===== src/rtl/mc_ctrl.sv =====
// Multi-cycle MIPS control FSM: FETCH/DECODE/EXEC/MEM/WB with parametrised fetch and data-memory latency.
// Optional build macro CTRL_PERF_EN adds cycle_cnt/instr_cnt performance counters.
module mc_ctrl #(
    parameter int IF_LAT  = 1,
    parameter int MEM_LAT = 1,
    parameter int CNT_W   = 32
) (
    input  logic             clk,
    input  logic             reset,
    input  logic [5:0]       op,
    input  logic [5:0]       funct,
    input  logic             nop_in,
    input  logic             zero,
    input  logic             bgez,
`ifdef CTRL_PERF_EN
    output logic [CNT_W-1:0] cycle_cnt,
    output logic [CNT_W-1:0] instr_cnt,
`endif
    output logic             pc_write,
    output logic [1:0]       pc_src,
    output logic             ir_write,
    output logic             reg_write,
    output logic [1:0]       rd_sel,
    output logic [1:0]       grf_sel,
    output logic             alu_src,
    output logic [2:0]       alu_op,
    output logic             ext_type,
    output logic             mem_write,
    output logic [2:0]       state,
    output logic             instr_done,
    output logic             illegal
);

    typedef enum logic [2:0] {
        FETCH  = 3'd0,
        DECODE = 3'd1,
        EXEC   = 3'd2,
        MEM    = 3'd3,
        WB     = 3'd4
    } state_t;

    localparam logic [5:0] OP_RTYPE  = 6'h00;
    localparam logic [5:0] OP_REGIMM = 6'h01;
    localparam logic [5:0] OP_JAL    = 6'h03;
    localparam logic [5:0] OP_BEQ    = 6'h04;
    localparam logic [5:0] OP_SLTIU  = 6'h0B;
    localparam logic [5:0] OP_ORI    = 6'h0D;
    localparam logic [5:0] OP_LW     = 6'h23;
    localparam logic [5:0] OP_SW     = 6'h2B;
    localparam logic [5:0] FN_JR     = 6'h08;
    localparam logic [5:0] FN_ADDU   = 6'h21;
    localparam logic [5:0] FN_SUBU   = 6'h23;
    localparam logic [5:0] FN_SLT    = 6'h2A;

    localparam int MAX_LAT = (IF_LAT > MEM_LAT) ? IF_LAT : MEM_LAT;
    localparam int CW      = (MAX_LAT > 1) ? $clog2(MAX_LAT) : 1;

    state_t        state_q;
    logic [CW-1:0] wcnt;

    logic is_r, is_addu, is_subu, is_slt, is_jr, is_ori, is_sltiu;
    logic is_lw, is_sw, is_beq, is_bgez, is_jal;
    logic alu_r, legal, to_wb, to_mem, if_last, mem_last;

    assign is_r     = (op == OP_RTYPE);
    assign is_addu  = is_r && (funct == FN_ADDU);
    assign is_subu  = is_r && (funct == FN_SUBU);
    assign is_slt   = is_r && (funct == FN_SLT);
    assign is_jr    = is_r && (funct == FN_JR);
    assign is_ori   = (op == OP_ORI);
    assign is_sltiu = (op == OP_SLTIU);
    assign is_lw    = (op == OP_LW);
    assign is_sw    = (op == OP_SW);
    assign is_beq   = (op == OP_BEQ);
    assign is_bgez  = (op == OP_REGIMM);
    assign is_jal   = (op == OP_JAL);

    assign alu_r    = is_addu || is_subu || is_slt;
    assign legal    = alu_r || is_jr || is_ori || is_sltiu || is_lw || is_sw ||
                      is_beq || is_bgez || is_jal;
    assign to_wb    = alu_r || is_ori || is_sltiu;
    assign to_mem   = is_lw || is_sw;
    assign if_last  = (wcnt == CW'(IF_LAT - 1));
    assign mem_last = (wcnt == CW'(MEM_LAT - 1));
    assign state    = state_q;

    // The wait counter is only non-zero inside FETCH and MEM; every exit clears it.
    always_ff @(posedge clk or posedge reset) begin
        if (reset) begin
            state_q <= FETCH;
            wcnt    <= '0;
        end else begin
            case (state_q)
                FETCH: begin
                    if (if_last) begin
                        state_q <= DECODE;
                        wcnt    <= '0;
                    end else begin
                        wcnt <= wcnt + 1'b1;
                    end
                end
                DECODE: begin
                    wcnt    <= '0;
                    state_q <= (nop_in || !legal) ? FETCH : EXEC;
                end
                EXEC: begin
                    wcnt    <= '0;
                    state_q <= to_mem ? MEM : (to_wb ? WB : FETCH);
                end
                MEM: begin
                    if (mem_last) begin
                        state_q <= is_sw ? FETCH : WB;
                        wcnt    <= '0;
                    end else begin
                        wcnt <= wcnt + 1'b1;
                    end
                end
                default: begin
                    state_q <= FETCH;
                    wcnt    <= '0;
                end
            endcase
        end
    end

    // Outputs are gated by reset so nothing is enabled while it is held.
    always_comb begin
        pc_write   = 1'b0;
        pc_src     = 2'd0;
        ir_write   = 1'b0;
        reg_write  = 1'b0;
        rd_sel     = 2'd0;
        grf_sel    = 2'd0;
        alu_src    = 1'b0;
        alu_op     = 3'd0;
        ext_type   = 1'b0;
        mem_write  = 1'b0;
        instr_done = 1'b0;
        illegal    = 1'b0;
        if (!reset) begin
            if (state_q == EXEC || state_q == MEM || state_q == WB) begin
                alu_src  = is_ori || is_sltiu || is_lw || is_sw;
                ext_type = is_sltiu || is_lw || is_sw;
                if (is_subu || is_beq) alu_op = 3'd1;
                else if (is_ori)       alu_op = 3'd2;
                else if (is_slt)       alu_op = 3'd3;
                else if (is_sltiu)     alu_op = 3'd4;
            end
            case (state_q)
                FETCH: begin
                    ir_write = if_last;
                    pc_write = if_last;
                end
                DECODE: begin
                    illegal    = !nop_in && !legal;
                    instr_done = nop_in || !legal;
                end
                EXEC: begin
                    instr_done = !to_mem && !to_wb;
                    if (is_beq) begin
                        pc_src   = 2'd1;
                        pc_write = zero;
                    end else if (is_bgez) begin
                        pc_src   = 2'd1;
                        pc_write = bgez;
                    end else if (is_jal) begin
                        pc_write  = 1'b1;
                        pc_src    = 2'd2;
                        reg_write = 1'b1;
                        rd_sel    = 2'd2;
                        grf_sel   = 2'd3;
                    end else if (is_jr) begin
                        pc_write = 1'b1;
                        pc_src   = 2'd3;
                    end
                end
                MEM: begin
                    mem_write  = mem_last && is_sw;
                    instr_done = mem_last && is_sw;
                end
                WB: begin
                    reg_write  = 1'b1;
                    rd_sel     = is_r ? 2'd0 : 2'd1;
                    grf_sel    = is_lw ? 2'd2 : 2'd0;
                    instr_done = 1'b1;
                end
                default: ;
            endcase
        end
    end

`ifdef CTRL_PERF_EN
    always_ff @(posedge clk or posedge reset) begin
        if (reset) begin
            cycle_cnt <= '0;
            instr_cnt <= '0;
        end else begin
            cycle_cnt <= cycle_cnt + 1'b1;
            if (instr_done) instr_cnt <= instr_cnt + 1'b1;
        end
    end
`endif

endmodule

===== config.mk =====
export PLATFORM = sky130hd
export DESIGN_NAME = mc_ctrl
export DESIGN_NICKNAME = d
export VERILOG_FILES = /design/src/rtl/mc_ctrl.sv
export SDC_FILE = /design/constraint.sdc
export NUM_CORES = 1
export LEC_CHECK = 0
export ABC_AREA = 1
export CORE_AREA = 3 3 52 54
export CTS_BUF_LIST = sky130_fd_sc_hd__clkbuf_4
export DETAILED_ROUTE_END_ITERATION = 10
export DIE_AREA = 0 0 55 57
export PLACE_DENSITY = 0.62
export SYNTH_ARGS = -nofsm -noshare
export SYNTH_HDL_FRONTEND = slang
export SYNTH_SLANG_ARGS = --single-unit

===== constraint.sdc =====
create_clock -name clk -period 1.75 [get_ports clk]
set_input_delay 0.175 -clock clk [delete_from_list [all_inputs] [get_ports clk]]
set_output_delay 0.175 -clock clk [all_outputs]
set_load 0.03 [all_outputs]

==> key figures, run 1 <==
Outcome
  • Status: finished clean

Die
  • Area of the die: 3140 sq um
  • Starting density of the core: 0.297
  • Std-Cell Rows: 17
  • Die Ht: 57 um
  • I/O pin count: 37
  • Total core area: 2250 sq um
  • DIE WIDTH: 55 um

Cells and area
  • Max FFs per register: 3
  • Layout cells sized above 1: 0.512
  • Final Net Count: 190
  • Post-layout util: 0.554
  • Finished Layout Cells: 200
  • Post-Layout Inst Area: 1250 sq um
  • P&R area growth vs syn: 86.5%
  • Ant diodes: 0
  • Fillers: 235

Global routing
  • Vias in the first global route: 854
  • Total gr overflow: 0
  • Initial antenna violation count: 0
  • Tot GR Track Use: 0.145
  • First-pass GRT wire length: 3.58 mm
  • Largest net degree at the start of global routing: 7

Timing
  • Hold Fails Final Rpt: 0
  • Slew @ Worst Pin: 0.316 ns
  • Setup TNS: 0 ns
  • Fin crit share: 0.969
  • Final Slew Violations: 0
  • Clk_skew: 0.00264 ns
  • Slew HR: 0.789
  • Tmin final: 1.70 ns
  • F_max: 590 MHz
  • Setup Viol. Count Final: 0

Critical path
  • Setup crit start kind: flop
  • Kind of critical path: flop to output pin
  • CP cell instances: nor2_4 -> buf_6 -> nand3b_4 -> nand2_2 -> inv_1 -> nand2_1 -> inv_2 -> a21oi_2 -> buf_6
  • Worst Reg-to-Reg Cells: 3
  • Setup crit end kind: output pin
  • Crit path max-delay family: flip-flops
  • Buf+Inv Stages, Crit Path: 4
  • Slowest cell on the critical path: dfrtp_1
  • Critical path arrival: 1.52 ns
  • Worst path max stage delay: 0.41 ns
  • CP Max Fanout: 4
  • Most frequent CP cell: buf_6
  • Worst Path Required: 1.57 ns
  • Worst path depth: 9

Detailed routing
  • Post-DR wirelength/cell: 10.8 um
  • Final Routed Wirelength: 2.15 mm
  • Initial drt markers: 11
  • Vias: 881
  • # DRC: 0
  • ANT nets after route: 0
  • Via-per-instance ratio: 4.41
  • DR pass1 iterations: 2

Placed design
  • Cell Count Post-Placement: 190
  • Hpwl dp: 1.77 mm
  • I/O Buffers: 36
  • Area post-placement: 1130 sq um
  • Placer Congestion: 0.846

Yosys
  • Post-synth EDFFs: 0
  • Ys flop type: dfrtp_1
  • Share of the synthesized area in the top cell type: 0.140
  • Ranking of synthesized cells by area: nand2_1 (14%), nor2_1 (12%), dfrtp_1 (11%), inv_1 (11%), nand2_4 (6.7%)
  • Syn_nets: 132
  • Post-Synthesis Cells: 115
  • Synth unique cells: 25
  • Mapped Area: 669 sq um
  • Count leader, synth: nand2_1
  • #FFs+latches synth: 3
  • List of most frequent post-synthesis cells: nand2_1 (25), nor2_1 (22), inv_1 (19), nand2_2 (6), nand3_1 (6)
  • Synth area leader: nand2_1
  • Syn_area_per_cell: 5.82 sq um
  • Warnings from Yosys: 0
  • Fraction of registers with async set/reset: 1.00
  • Post-synthesis sequential area ratio: 0.112

Pwr
  • Pwr per Cell Area: 508 nW/um^2
  • Worst vdd ir: 0.000465 V
  • Tot Pwr: 635 uW
  • Leakage dissipation: 0.717 nW

Clock network
  • Reg clk slew, reported paths: 0.04 ns
  • CTS Sinks: 3
  • H-tree level count: 1
  • CTS buffer count: 3
  • CTS max path bufs: 2
  • Worst-skew pair later-pin latency: 0.23 ns
  • TritonCTS clock tree: built
  • Root cell of the clock tree: clkbuf_4

Hold path
  • Hold-critical path depth: 5
  • HP Class: input port to flop

Run
  • Max-cap violations: 0
==> logic make-up (layout without fill, tap and decap cells) <==
kind of cell	Yosys count	after routing	share of synthesized area
AND/OR/NAND/NOR	75	75	0.621
flip-flops	3	3	0.112
AO/OA/AOI/OAI	14	14	0.133
buffers and inverters	23	80	0.135
==> worst reg2reg max path: stages (launching register included) <==
cell and delay (ns):
dfrtp_1 0.41, nor2_1 0.16, nand2_1 0.16, o21ai_2 0.17
==> report_power, final <==
part           leakage [nW]  switching [mW]  internal, mW
Combinational         0.662           0.231         0.149
Clock                0.0184          0.0361         0.101
Sequential           0.0369          0.0313        0.0862
==> cells in the final DEF, fill, tap and decap left out, drive strengths merged <==
master,count
dfrtp,3
a21oi,5
a311oi,1
nand3b,2
nand3,8
dlygate4sd2,8
clkdlybuf4s50,7
nor2,29
clkbuf,7
o211ai,1
a31oi,1
o21ai,6
nand2,35
nor4,1
clkdlybuf4s15,1
inv,21
buf,36
==> metal layers <==
metal	share of wire	vias to the layer above	track usage
li1	-	471	-
met1	0.43	387	0.185
met2	0.52	21	0.260
met3	0.044	2	0.00783
met4	0.0051	0	0.0313
met5	0	-	0
==> final timing paths <==
check | from | endpoint | slack, ns
max in group asynchronous | reset | state[0]$_DFF_PP0_ | 1.19
min in group asynchronous | reset | state[2]$_DFF_PP0_ | 0.45
worst max-delay path | state[2]$_DFF_PP0_ | instr_done | 0.05
worst max register to register | state[2]$_DFF_PP0_ | state[1]$_DFF_PP0_ | 0.78
worst min register to register | state[0]$_DFF_PP0_ | state[2]$_DFF_PP0_ | 0.63
worst min-delay path | op[2] | state[2]$_DFF_PP0_ | 0.43
==> per-stage QoR <==
stage | hold WS, ns | setup slack [ns]
3_5_place_dp | 0.590 | -0.206
4_1_cts | 0.399 | 0.0179
5_1_grt | 0.464 | -0.0279
3_3_place_gp | 0.615 | -0.166
6_report | 0.426 | 0.0538
2_1_floorplan | 0.174 | 0.00346
==> area by class of cell <==
class	count	area [sq um]	area share
Clock buffer	4	30.0	0.0240
Inverter	21	78.8	0.0631
Multi-Input combinational cell	89	581	0.465
Sequential cell	3	77.6	0.0621
Tap cell	28	35.0	0.0281
Timing Repair Buffer	55	447	0.358
==> what timing repair did <==
action | CTS | global route
pin swaps | 12 | 9
hold buffers | 0 | 0
buffers inserted | 1 | 5
setup endpoints to repair | 14 | 13
resized for setup | 28 | 17
gates cloned | 0 | 0
Power figures use the tool's default switching activity.
==> run 2, diff against run 1 <==
--- a/config.mk
+++ b/config.mk
@@ -10,6 +10,7 @@
 export CTS_BUF_LIST = sky130_fd_sc_hd__clkbuf_4
 export DETAILED_ROUTE_END_ITERATION = 10
 export DIE_AREA = 0 0 55 57
+export MAX_ROUTING_LAYER = met4
 export PLACE_DENSITY = 0.62
 export SYNTH_ARGS = -nofsm -noshare
 export SYNTH_HDL_FRONTEND = slang
==> run 2 against run 1 <==
Via count decreased by 0.91%. First-iteration DRC count increased by 9.1%. Clock power about the same. Final cell count decreased by 0.50%. Global-route usage increased by 0.31 points. Sequential power about the same. Fmax decreased by 0.35%. Largest cell class unchanged.
==> key figures, run 2 (synthesis results as in run 1) <==
Timing
  • Tmin final: 1.70 ns
  • Fin Hold WS: 0.421 ns
  • Slew @ Worst Pin: 0.316 ns
  • Setup WS post-layout: 0.0478 ns
  • F_max: 587 MHz
  • Setup TNS: 0 ns
  • RSZ-0062 raised after global routing: true
  • Hold Fails Final Rpt: 0
  • Final Slew Violations: 0
  • Fin crit share: 0.973
  • Setup Viol. Count Final: 0
  • Slew HR: 0.788
  • Clk_skew: 0.00400 ns

Die
  • I/O pin count: 37
  • Total core area: 2250 sq um
  • Starting density of the core: 0.297
  • Die Ht: 57 um
  • Area of the die: 3140 sq um
  • Std-Cell Rows: 17
  • DIE WIDTH: 55 um

Clock network
  • Root cell of the clock tree: clkbuf_4
  • TritonCTS clock tree: built
  • CTS Sinks: 3
  • CTS buffer count: 3
  • Post-CTS Hold Fix Bufs: 0
  • Worst-skew pair later-pin latency: 0.23 ns
  • CTS max path bufs: 2
  • Reg clk slew, reported paths: 0.04 ns
  • H-tree level count: 1

Cells and area
  • Max FFs per register: 3
  • Finished Layout Cells: 199
  • Post-Layout Inst Area: 1250 sq um
  • Fillers: 236
  • Most common cell after layout, fill and taps aside: buf_4
  • Layout cells sized above 1: 0.497
  • Sequential Area: 77.6 sq um
  • Area of the multi-input gates: 583 sq um
  • Most frequent cells in the layout: buf_4 (32), nand2_1 (19), inv_1 (17), nor2_1 (16), nand2_2 (10)
  • Post-layout util: 0.556
  • P&R area growth vs syn: 87.3%
  • Ant diodes: 0
  • Final Net Count: 189

Detailed routing
  • Via-per-instance ratio: 4.39
  • DR pass1 iterations: 3
  • Final Routed Wirelength: 2.15 mm
  • Vias: 873
  • ANT nets after route: 0
  • # DRC: 0
  • Initial drt markers: 12
  • Post-DR wirelength/cell: 10.8 um

Critical path
  • Slowest cell on the critical path: dfrtp_1
  • Kind of critical path: flop to output pin
  • Buf+Inv Stages, Crit Path: 4
  • Setup crit start kind: flop
  • Critical path arrival: 1.53 ns
  • Worst path max stage delay: 0.42 ns
  • Crit path max-delay family: flip-flops
  • CP cell instances: nor2_4 -> buf_6 -> nand3b_4 -> nand2_2 -> inv_2 -> nand2_2 -> inv_2 -> a21oi_2 -> buf_6
  • CP Max Fanout: 4
  • Setup crit end kind: output pin
  • Worst Path Required: 1.57 ns

Global routing
  • First-pass GRT wire length: 3.55 mm
  • Total gr overflow: 0
  • Largest net degree at the start of global routing: 7
  • Vias in the first global route: 857
  • Initial antenna violation count: 0
  • Tot GR Track Use: 0.148

Pwr
  • Tot Pwr: 634 uW
  • Worst vdd ir: 0.000466 V
  • Leakage dissipation: 0.715 nW
  • Pwr per Cell Area: 505 nW/um^2

Placed design
  • Area post-placement: 1130 sq um
  • Placer Congestion: 0.859
  • Hpwl dp: 1.77 mm
  • Cell Count Post-Placement: 190
  • I/O Buffers: 36
  • Dpl ws: -0.206 ns

Run
  • Max-cap violations: 0

Hold path
  • HP Class: input port to flop

Outcome
  • Status: finished clean
## run 2: cell count changes in the layout (fill, tap and decap cells not counted), sizes merged
cell	change
clkdlybuf4s15	+2
buf	-1
clkbuf	-2
## run 2: path summary, 6_finish.rpt
| path | from | cells past startpoint | end | slack, ns |
|---|---|---|---|---|
| setup / recovery | state[2]$_DFF_PP0_ | 9 | instr_done | 0.05 |
| hold / removal | op[2] | 5 | state[2]$_DFF_PP0_ | 0.42 |
| setup reg to reg | state[2]$_DFF_PP0_ | 3 | state[2]$_DFF_PP0_ | 0.77 |
| hold reg to reg | state[0]$_DFF_PP0_ | 2 | state[2]$_DFF_PP0_ | 0.62 |
| max in group asynchronous | reset | 3 | state[0]$_DFF_PP0_ | 1.20 |
| min in group asynchronous | reset | 3 | state[2]$_DFF_PP0_ | 0.44 |
## run 2: layout make-up
cell class                      count  share of cell area
Sequential cell                     3              0.0619
Inverter                           21              0.0629
Clock buffer                        4              0.0240
Timing Repair Buffer               54               0.358
Multi-Input combinational cell     89               0.465
Tap cell                           28              0.0279
## run 2: tightest hold or removal path: stages
cell	delay, ns
clkbuf_2	0.15
nor2_2	0.08
nand3_2	0.08
nand3_1	0.06
o21ai_0	0.07
## run 2: metal layers
layer,GRT usage,vias up,share of wire
met3,0.00783,2,0.038
met1,0.180,382,0.43
met5,-,-,0
met2,0.262,21,0.52
met4,0.0313,0,0.0079
li1,-,468,-
## run 2: timing repair
action | in CTS | in global routing
pin swaps | 12 | 10
resized for setup | 28 | 15
buffers inserted | 1 | 4
setup endpoints to repair | 14 | 13
## run 2: report_power, final
group | switching [mW] | internal, mW | leakage (nW)
clock | 0.0377 | 0.101 | 0.0184
sequential | 0.0290 | 0.0862 | 0.0369
combinational | 0.231 | 0.149 | 0.660
total | 0.297 | 0.336 | 0.715
==> run 3, diff against run 2 <==
--- a/config.mk
+++ b/config.mk
@@ -10,6 +10,7 @@
 export CTS_BUF_LIST = sky130_fd_sc_hd__clkbuf_4
 export DETAILED_ROUTE_END_ITERATION = 10
 export DIE_AREA = 0 0 55 57
+export HOLD_SLACK_MARGIN = 0.15
 export MAX_ROUTING_LAYER = met4
 export PLACE_DENSITY = 0.62
 export SYNTH_ARGS = -nofsm -noshare
==> results of run 3 <==
Final layout, timing and power as in run 2 (identical DEF).
